===== config.mk =====
export PLATFORM = sky130hd
export DESIGN_NAME = eeg_chip_dat_rx
export DESIGN_NICKNAME = d
export VERILOG_FILES = /design/src/rtl/eeg_chip_dat_rx.sv
export SDC_FILE = /design/constraint.sdc
export NUM_CORES = 1
export LEC_CHECK = 0
export ABC_CLOCK_PERIOD_IN_PS = 4700
export BUFFER_PORTS_ARGS = -buffer_cell sky130_fd_sc_hd__buf_2
export CAP_MARGIN = 20
export CORE_MARGIN = 2
export CORE_UTILIZATION = 30
export DETAILED_ROUTE_END_ITERATION = 6
export GPL_TIMING_DRIVEN = 0
export PLACE_DENSITY_LB_ADDON = 0.12
export RECOVER_POWER = 50
export SYNTH_ARGS = -nofsm -noshare
export SYNTH_HDL_FRONTEND = slang
export SYNTH_SLANG_ARGS = --single-unit

===== constraint.sdc =====
create_clock -name clk -period 4.7 [get_ports clk]
set_clock_uncertainty 0.2 [all_clocks]
set_input_delay 0.94 -clock clk [delete_from_list [all_inputs] [get_ports clk]]
set_output_delay 0.94 -clock clk [all_outputs]
set_load 0.03 [all_outputs]

===== src/rtl/eeg_chip_dat_rx.sv =====
// eeg_chip_dat_rx
// Receives DAT_DW-wide beats from the chip pads and packs them little-endian
// into OUT_DW-wide words. Words are buffered in a DEPTH-entry FIFO toward the core.
// A word closes on its last beat position or on an in_lst beat.
// Short words are zero-filled, and out_keep marks the filled beats.
// Ports:
//   clk, rst                      single clock, synchronous active-high reset
//   in_vld/in_rdy/in_lst/in_cmd/in_dat   pad-side beat stream
//   out_vld/out_rdy/out_dat/out_keep/out_cmd/out_lst   core-side word stream
//   pkt_cnt                       packets received (wraps at 16 bits)
//   cmd_err/err_clr               sticky in-packet command-type change flag and its clear
module eeg_chip_dat_rx #(
    parameter int DAT_DW = 8,
    parameter int OUT_DW = 32,
    parameter int DEPTH  = 4
) (
    input  logic                       clk,
    input  logic                       rst,
    input  logic                       in_vld,
    input  logic                       in_lst,
    input  logic                       in_cmd,
    input  logic [DAT_DW-1:0]          in_dat,
    output logic                       in_rdy,
    output logic                       out_vld,
    input  logic                       out_rdy,
    output logic [OUT_DW-1:0]          out_dat,
    output logic [OUT_DW/DAT_DW-1:0]   out_keep,
    output logic                       out_cmd,
    output logic                       out_lst,
    output logic [15:0]                pkt_cnt,
    output logic                       cmd_err,
    input  logic                       err_clr
);

    localparam int R  = OUT_DW / DAT_DW;
    localparam int BW = $clog2(R);
    localparam int AW = $clog2(DEPTH);
    localparam int CW = AW + 1;
    localparam int FW = OUT_DW + R + 2;

    localparam logic [BW-1:0] LAST_BEAT = BW'(R - 1);
    localparam logic [CW-1:0] DEPTH_C   = CW'(DEPTH);

    logic [BW-1:0]     beat_q, beat_d;
    logic [OUT_DW-1:0] acc_q, acc_d;
    logic              first_q, first_d;
    logic              pcmd_q, pcmd_d;
    logic [15:0]       cnt_q, cnt_d;
    logic              err_q, err_d;
    logic [AW-1:0]     wp_q, wp_d, rp_q, rp_d;
    logic [CW-1:0]     occ_q, occ_d;
    logic [FW-1:0]     mem [DEPTH];

    logic              accept, pop, close;
    logic [OUT_DW-1:0] wdat;
    logic [R-1:0]      wkeep;
    logic              wcmd;
    logic [FW-1:0]     head;

    always_comb begin
        in_rdy  = !rst && (occ_q < DEPTH_C);
        out_vld = !rst && (occ_q != '0);
        accept  = in_vld && in_rdy;
        pop     = out_vld && out_rdy;

        // Merge the incoming beat into the partial word. The accumulator is
        // cleared on close, so the unfilled upper beats read as zero.
        wdat  = acc_q;
        wkeep = '0;
        for (int unsigned k = 0; k < R; k++) begin
            if (beat_q == BW'(k)) wdat[k*DAT_DW +: DAT_DW] = in_dat;
            wkeep[k] = (BW'(k) <= beat_q);
        end
        wcmd  = first_q ? in_cmd : pcmd_q;
        close = accept && (in_lst || (beat_q == LAST_BEAT));

        beat_d  = beat_q;
        acc_d   = acc_q;
        first_d = first_q;
        pcmd_d  = pcmd_q;
        cnt_d   = cnt_q;
        err_d   = err_q;
        wp_d    = wp_q;
        rp_d    = rp_q;
        occ_d   = occ_q;

        if (accept) begin
            first_d = in_lst;
            if (first_q) pcmd_d = in_cmd;
            if (close) begin
                beat_d = '0;
                acc_d  = '0;
            end else begin
                beat_d = beat_q + BW'(1);
                acc_d  = wdat;
            end
            if (in_lst) cnt_d = cnt_q + 16'd1;
        end

        // The set condition is checked first so it takes priority over err_clr.
        if (accept && !first_q && (in_cmd != pcmd_q)) err_d = 1'b1;
        else if (err_clr)                              err_d = 1'b0;

        if (close) wp_d = wp_q + AW'(1);
        if (pop)   rp_d = rp_q + AW'(1);
        case ({close, pop})
            2'b10:   occ_d = occ_q + CW'(1);
            2'b01:   occ_d = occ_q - CW'(1);
            default: occ_d = occ_q;
        endcase

        head     = mem[rp_q];
        out_dat  = out_vld ? head[OUT_DW-1:0]      : '0;
        out_keep = out_vld ? head[OUT_DW +: R]     : '0;
        out_cmd  = out_vld ? head[OUT_DW + R]      : 1'b0;
        out_lst  = out_vld ? head[OUT_DW + R + 1]  : 1'b0;
        pkt_cnt  = rst ? '0 : cnt_q;
        cmd_err  = rst ? 1'b0 : err_q;
    end

    always_ff @(posedge clk) begin
        if (rst) begin
            beat_q  <= '0;
            acc_q   <= '0;
            first_q <= 1'b1;
            pcmd_q  <= 1'b0;
            cnt_q   <= '0;
            err_q   <= 1'b0;
            wp_q    <= '0;
            rp_q    <= '0;
            occ_q   <= '0;
        end else begin
            beat_q  <= beat_d;
            acc_q   <= acc_d;
            first_q <= first_d;
            pcmd_q  <= pcmd_d;
            cnt_q   <= cnt_d;
            err_q   <= err_d;
            wp_q    <= wp_d;
            rp_q    <= rp_d;
            occ_q   <= occ_d;
        end
    end

    always_ff @(posedge clk) begin
        if (close) mem[wp_q] <= {in_lst, wcmd, wkeep, wdat};
    end

endmodule

==> flow_summary_export.csv, run 1 <==
group,metric,value,unit
floorplan,design.die.area,29900,um2
sta,tightestPinTransition,0.957,ns
cts,cts-root-buf,"clkbuf_16",
drt,ant_nets,0,
pwr,share_seq_of_total_power,0.492,
final_layout,fillers,2701,
floorplan,rows,61,
cts,clk_pin_slew,0.06,ns
sta,setup_viol,0,
synthesis,syn_nets,582,
placed_design,dpl.hpwl,13.2,mm
grt,grt_start_max_net_pins,24,
synthesis,ys_warn_count,0,
grt,antenna_found_initial,1,
run_status,status,"finished, final reports clean",
worst_hold_path,hp-class,"register to register",
critical_path,arrival,2.85,ns
floorplan,coreArea,27900,um2
placed_design,postPlaceCellArea,9490,um2
drt,viasPerCell,4.62,
cts,cts_tree,"yes",
drt,vias,4865,
grt,grt_util_all_layers,0.132,
final_layout,nets,683,
synthesis,synth_most_common_cell,"edfxtp_1",
sta,rsz0062_at_grt,"false",
critical_path,rr_startpoint,"beat_q[1]$_SDFFE_PP0N_",
critical_path,crit_top_cell,"clkbuf_1",
final_layout,final_util,0.367,
worst_hold_path,worstHoldStart,"acc_q[29]$_SDFFE_PP0N_",
sta,fin_tns_setup,0,ns
critical_path,worstSetupPathType,"register to output port",
critical_path,required,3.56,ns
run,cap_viol_max_count,0,
critical_path,critPathLaunchType,"register",
drt,wl_met2,9.34,mm
critical_path,cpPeakStageDelay,0.63,ns
synthesis,yosysTopAreaCellShare,0.518,
pwr,total_leakage_power,3.62,nW
floorplan,initial_core_util,0.307,
pwr,power_frac_clock,0.453,
drt,finalWirelength,19.6,mm
pwr,switchingPower,0.863,mW
pwr,p_total,4.06,mW
sta,fin_crit_sh,0.849,
pwr,powerDensity,396,nW/um2
synthesis,async_reset_ff_frac,0,
synthesis,synth_edf_count,148,
drt,routed.top_layer,"met4",
synthesis,ys_ff_latch,210,
grt,grt_pass1_vias,5252,
critical_path,crit_buf_inv,3,
cts,cts_setup_buffers,0,
cts,numCtsBuffers,24,
critical_path,path_cells,"clkbuf_1 > clkbuf_1 > mux4_2 > and2_1 > buf_2",
cts,hold_buffers,0,
sta,timing.slew.headroom,0.357,
critical_path,critPathMaxFanout,10,
pwr,sw_frac_of_total,0.212,
synthesis,synth_top_cells_by_area,"edfxtp_1, dfxtp_1, mux4_2",
sta,fmax,251,MHz
sta,timing.hold.ws,0.253,ns
final_layout,final_area,10200,um2
drt,drtIter0Drc,364,
cts,cts_htree_levels,1,
cts,insertion_delay,0.52,ns
synthesis,synthCells,555,
cts,clockBufferDepth,3,
critical_path,endpoint_kind,"output port",
sta,fin_ws,0.712,ns
cts,cts_sinks,210,
sta,period_needed,3.99,ns
drt,m1WireLength,8.84,mm
synthesis,seq_area_frac_synth,0.663,
synthesis,synthFlopType,"edfxtp_1",
final_layout,synthToLayoutAreaGrowth,19.5,%
grt,grt-ovfl-total,0,
final_layout,drive_above_1_share,0.237,
critical_path,worst_path_dominant_cell_family,"buffers and inverters",
floorplan,ios,72,
synthesis,synth_top_cells_by_count,"edfxtp_1, dfxtp_1, nor2_1",
synthesis,synth_area,8570,um2
critical_path,cpMaxStageDelayCell,"clkbuf_1",
pwr,cellInternalPower,3.20,mW
floorplan,fp.dieW,173,um
final_layout,final_cells,1053,
placed_design,placed_cells,1008,
pwr,vdd_drop_max,0.000191,V
synthesis,synth_top_area_cell,"edfxtp_1",
synthesis,avgSynthCellArea,15.4,um2
sta,hold_viol,0,
floorplan,die_h,173,um
sta,finalMaxSlewViolations,0,
placed_design,port-buffer-count,71,
synthesis,synth.distinct_cells,42,
drt,first_pass_iters,4,
placed_design,routabilityCongestion,0.713,
drt,post-route-drc-count,0,
cts,cts-resized-gates,0,
pwr,pwr-share-comb,0.054,
drt,dr_wl_met3,998,um
drt,wire_per_inst,18.6,um
grt,grt_pass1_wl,30.7,mm
placed_design,preCtsSetupSlack,0.662,ns
==> worst paths after layout <==
path	endpoint	cells past startpoint	slack, ns
hold reg to reg	acc_q[29]$_SDFFE_PP0N_	1	0.25
setup reg to reg	occ_q[2]$_SDFFE_PP0P_	11	1.46
setup / recovery	out_dat[15]	5	0.71
hold / removal	acc_q[29]$_SDFFE_PP0N_	1	0.25
==> layer usage <==
layer | GRT usage | up-vias
met2 | 0.224 | 113
li1 | - | 2275
met4 | 0.0300 | 0
met1 | 0.175 | 2445
met3 | 0.0270 | 32
met5 | 0 | -
==> logic make-up after synthesis <==
group | count (synthesis) | share of synthesized area
buffers and inverters | 45 | 0.0238
muxes | 74 | 0.146
xor gates and xnor gates | 16 | 0.0163
adders and majority gates | 12 | 0.0184
AOI/OAI and AO/OA | 36 | 0.0296
DFF | 210 | 0.663
and+or+nand+nor | 162 | 0.103
==> power groups by stage <==
stage               Combinational, mW  Sequential, mW  Clock [mW]
finish                          0.220            2.00        1.84
global route                    0.244            2.00        1.96
CTS                             0.233            2.00        1.90
detailed placement              0.233            2.04           0
global placement                0.226            2.04           0
floorplan                       0.151            2.04           0
==> layout by cell type (no fill, tap or decap), types with 4 or more instances in the layout <==
cell / synthesis / routed
ha_1: 11 / 11
and2_1: 50 / 41
edfxtp_1: 148 / 148
mux2_1: 0 / 33
nor2b_1: 15 / 15
inv_1: 11 / 11
nand3_1: 4 / 4
and2_0: 0 / 5
buf_12: 0 / 4
xor2_1: 12 / 12
xnor2_1: 4 / 4
dfxtp_1: 62 / 62
a22oi_1: 25 / 25
a21oi_1: 6 / 6
and2_2: 0 / 4
nor2_1: 51 / 51
buf_2: 6 / 72
nand4_1: 8 / 8
clkbuf_1: 20 / 39
clkbuf_8: 0 / 5
nand2_1: 13 / 13
clkbuf_16: 0 / 24
mux4_2: 37 / 37
==> area by class of cell <==
| cell class | instances | area (um2) | share of cell area |
|---|---|---|---|
| tap | 378 | 473 | 0.0462 |
| clock inverter | 6 | 88.8 | 0.00867 |
| sequential | 210 | 5690 | 0.555 |
| antenna | 1 | 2.50 | 0.000244 |
| buffer | 34 | 144 | 0.0140 |
| inverter | 11 | 41.3 | 0.00403 |
| clock buffer | 38 | 703 | 0.0686 |
| timing repair buffer | 75 | 432 | 0.0421 |
| multi-input combinational | 300 | 2680 | 0.261 |
==> registers in the layout, indices dropped and copies added (netlist names), named ones only <==
signal,flops
occ_q,3
err_q,1
acc_q,32
rp_q,2
first_q,1
mem,148
cnt_q,16
beat_q,2
pcmd_q,1
wp_q,2
Power figures use the tool's default switching activity.
==> run 2: changes to the inputs <==
- ABC_CLOCK_PERIOD_IN_PS: 4700 -> 3600
- clock period: 4.7 -> 3.6 ns (I/O delays scaled with it)
==> run 2 against run 1 <==
Compared with the run above:
- critical path depth did not move
- sequential power rose by 30%
- core utilization barely moved
- via count rose by 0.47%
- largest cell class unchanged
- highest routed layer unchanged
==> flow_summary_export.csv, run 2 (synthesis results as in run 1) <==
group,metric,value,unit
final_layout,drive_above_1_share,0.244,
run_status,status,"finished, final reports clean",
pwr,sw_frac_of_total,0.212,
placed_design,routabilityCongestion,0.713,
final_layout,final_cell_mix,"edfxtp_1, buf_2, dfxtp_1, nor2_1, and2_1",
pwr,switchingPower,1.13,mW
drt,first_pass_iters,4,
floorplan,fp.dieW,173,um
placed_design,postPlaceCellArea,9490,um2
critical_path,rr_startpoint,"beat_q[1]$_SDFFE_PP0N_",
cts,clk_pin_slew,0.05,ns
pwr,share_seq_of_total_power,0.492,
final_layout,fillers,2697,
sta,hold_viol,0,
critical_path,reg2reg_slack,0.33,ns
cts,cts_sinks,210,
drt,drtIter0Drc,329,
final_layout,largest_reg_flops,148,
floorplan,rows,61,
cts,cts_tree,"yes",
grt,antenna_found_initial,1,
final_layout,regMostFlops,"mem",
sta,timing.slew.headroom,0.355,
worst_hold_path,hp-class,"input pin to register",
final_layout,nets,682,
drt,viasPerCell,4.65,
grt,grt_start_max_net_pins,24,
cts,cts_htree_levels,1,
critical_path,worstSetupPathType,"register to output port",
final_layout,final_util,0.367,
sta,tightestPinTransition,0.961,ns
drt,finalWirelength,19.6,mm
floorplan,design.die.area,29900,um2
run,cap_viol_max_count,0,
pwr,p_total,5.30,mW
sta,rsz0062_at_grt,"false",
sta,finalMaxSlewViolations,0,
sta,period_needed,3.39,ns
final_layout,largestRegisters,"mem: 148 flops, acc_q: 32 flops, cnt_q: 16 flops",
sta,fmax,295,MHz
critical_path,reg2regPathDepth,11,
critical_path,endpoint_kind,"output port",
pwr,pwr-share-comb,0.055,
grt,grt-ovfl-total,0,
cts,insertion_delay,0.52,ns
placed_design,preCtsSetupSlack,0.00160,ns
cts,numCtsBuffers,24,
final_layout,layout_commonest_cell,"edfxtp_1",
floorplan,initial_core_util,0.307,
pwr,powerDensity,517,nW/um2
drt,ant_nets,0,
critical_path,required,2.68,ns
critical_path,arrival,2.47,ns
floorplan,die_h,173,um
grt,grt_pass1_vias,5242,
placed_design,port-buffer-count,71,
cts,clockBufferDepth,3,
pwr,vdd_drop_max,0.000251,V
critical_path,critPathLaunchType,"register",
cts,cts_setup_buffers,0,
drt,post-route-drc-count,0,
final_layout,synthToLayoutAreaGrowth,19.6,%
pwr,cellInternalPower,4.18,mW
critical_path,critPathMaxFanout,10,
drt,wire_per_inst,18.7,um
placed_design,dpl.hpwl,13.2,mm
floorplan,ios,72,
final_layout,final_area,10300,um2
sta,fin_crit_sh,0.942,
drt,vias,4888,
grt,grt_pass1_wl,30.7,mm
floorplan,coreArea,27900,um2
grt,grt_util_all_layers,0.132,
sta,fin_ws,0.210,ns
critical_path,reg2reg_to,"occ_q[2]$_SDFFE_PP0P_",
critical_path,crit_path_end,"out_dat[15]",
pwr,power_frac_clock,0.453,
cts,cts-root-buf,"clkbuf_16",
pwr,total_leakage_power,3.63,nW
sta,setup_viol,0,
run 2: metrics by stage:
step	hold WS [ns]	TNS (ns)	instances
4_1_cts	0.181	0	1051
6_report	0.201	0	1052
5_1_grt	0.205	0	1051
2_1_floorplan	0.226	0	555
3_3_place_gp	0.238	-95.15	1004
3_5_place_dp	0.243	0	1008
run 2: worst max-delay path, cell delays in order, from the launching register on:
cell and delay [ns]:
dfxtp_1 0.30, buf_2 0.37, clkbuf_4 0.39, mux4_2 0.56
and2_1 0.18, buf_2 0.17
run 2: metal layers:
| metal | vias up | wire length, um | global-route usage |
|---|---|---|---|
| li1 | 2274 | - | - |
| met1 | 2470 | 8840 | 0.175 |
| met2 | 113 | 9440 | 0.225 |
| met3 | 31 | 945 | 0.0270 |
| met4 | 0 | 410 | 0.0282 |
| met5 | - | 0 | 0 |
run 2: worst min path at each step:
stage / start / depth (start not counted) / slack, ns / to
2_1_floorplan: acc_q[24]$_SDFFE_PP0N_ / 1 / 0.23 / acc_q[24]$_SDFFE_PP0N_
6_report: err_clr / 2 / 0.20 / err_q$_SDFFE_PP0P_
4_1_cts: err_clr / 2 / 0.18 / err_q$_SDFFE_PP0P_
5_1_grt: err_clr / 2 / 0.20 / err_q$_SDFFE_PP0P_
3_5_place_dp: acc_q[28]$_SDFFE_PP0N_ / 1 / 0.24 / acc_q[28]$_SDFFE_PP0N_
3_3_place_gp: acc_q[31]$_SDFFE_PP0N_ / 1 / 0.24 / acc_q[31]$_SDFFE_PP0N_
run 2: cell type report:
cell class | count | area, um2 | share of cell area
antenna | 1 | 2.50 | 0.000244
buffer | 33 | 156 | 0.0152
clock buffer | 38 | 703 | 0.0686
clock inverter | 6 | 88.8 | 0.00866
inverter | 11 | 41.3 | 0.00403
multi-input combinational | 300 | 2680 | 0.261
sequential | 210 | 5690 | 0.554
tap | 378 | 473 | 0.0461
timing repair buffer | 75 | 428 | 0.0417
run 2: timing repair:
| action | 4_1_cts | 5_1_grt |
|---|---|---|
| resized for setup | 5 | 6 |
| setup endpoints to repair | 30 | 15 |
| hold buffers | 0 | 0 |
run 2: power by group through the flow:
stage	Combinational [mW]	Sequential, mW	Clock (mW)
floorplan	0.197	2.66	0
global placement	0.295	2.66	0
detailed placement	0.304	2.66	0
CTS	0.305	2.61	2.48
global route	0.320	2.61	2.56
finish	0.289	2.61	2.40
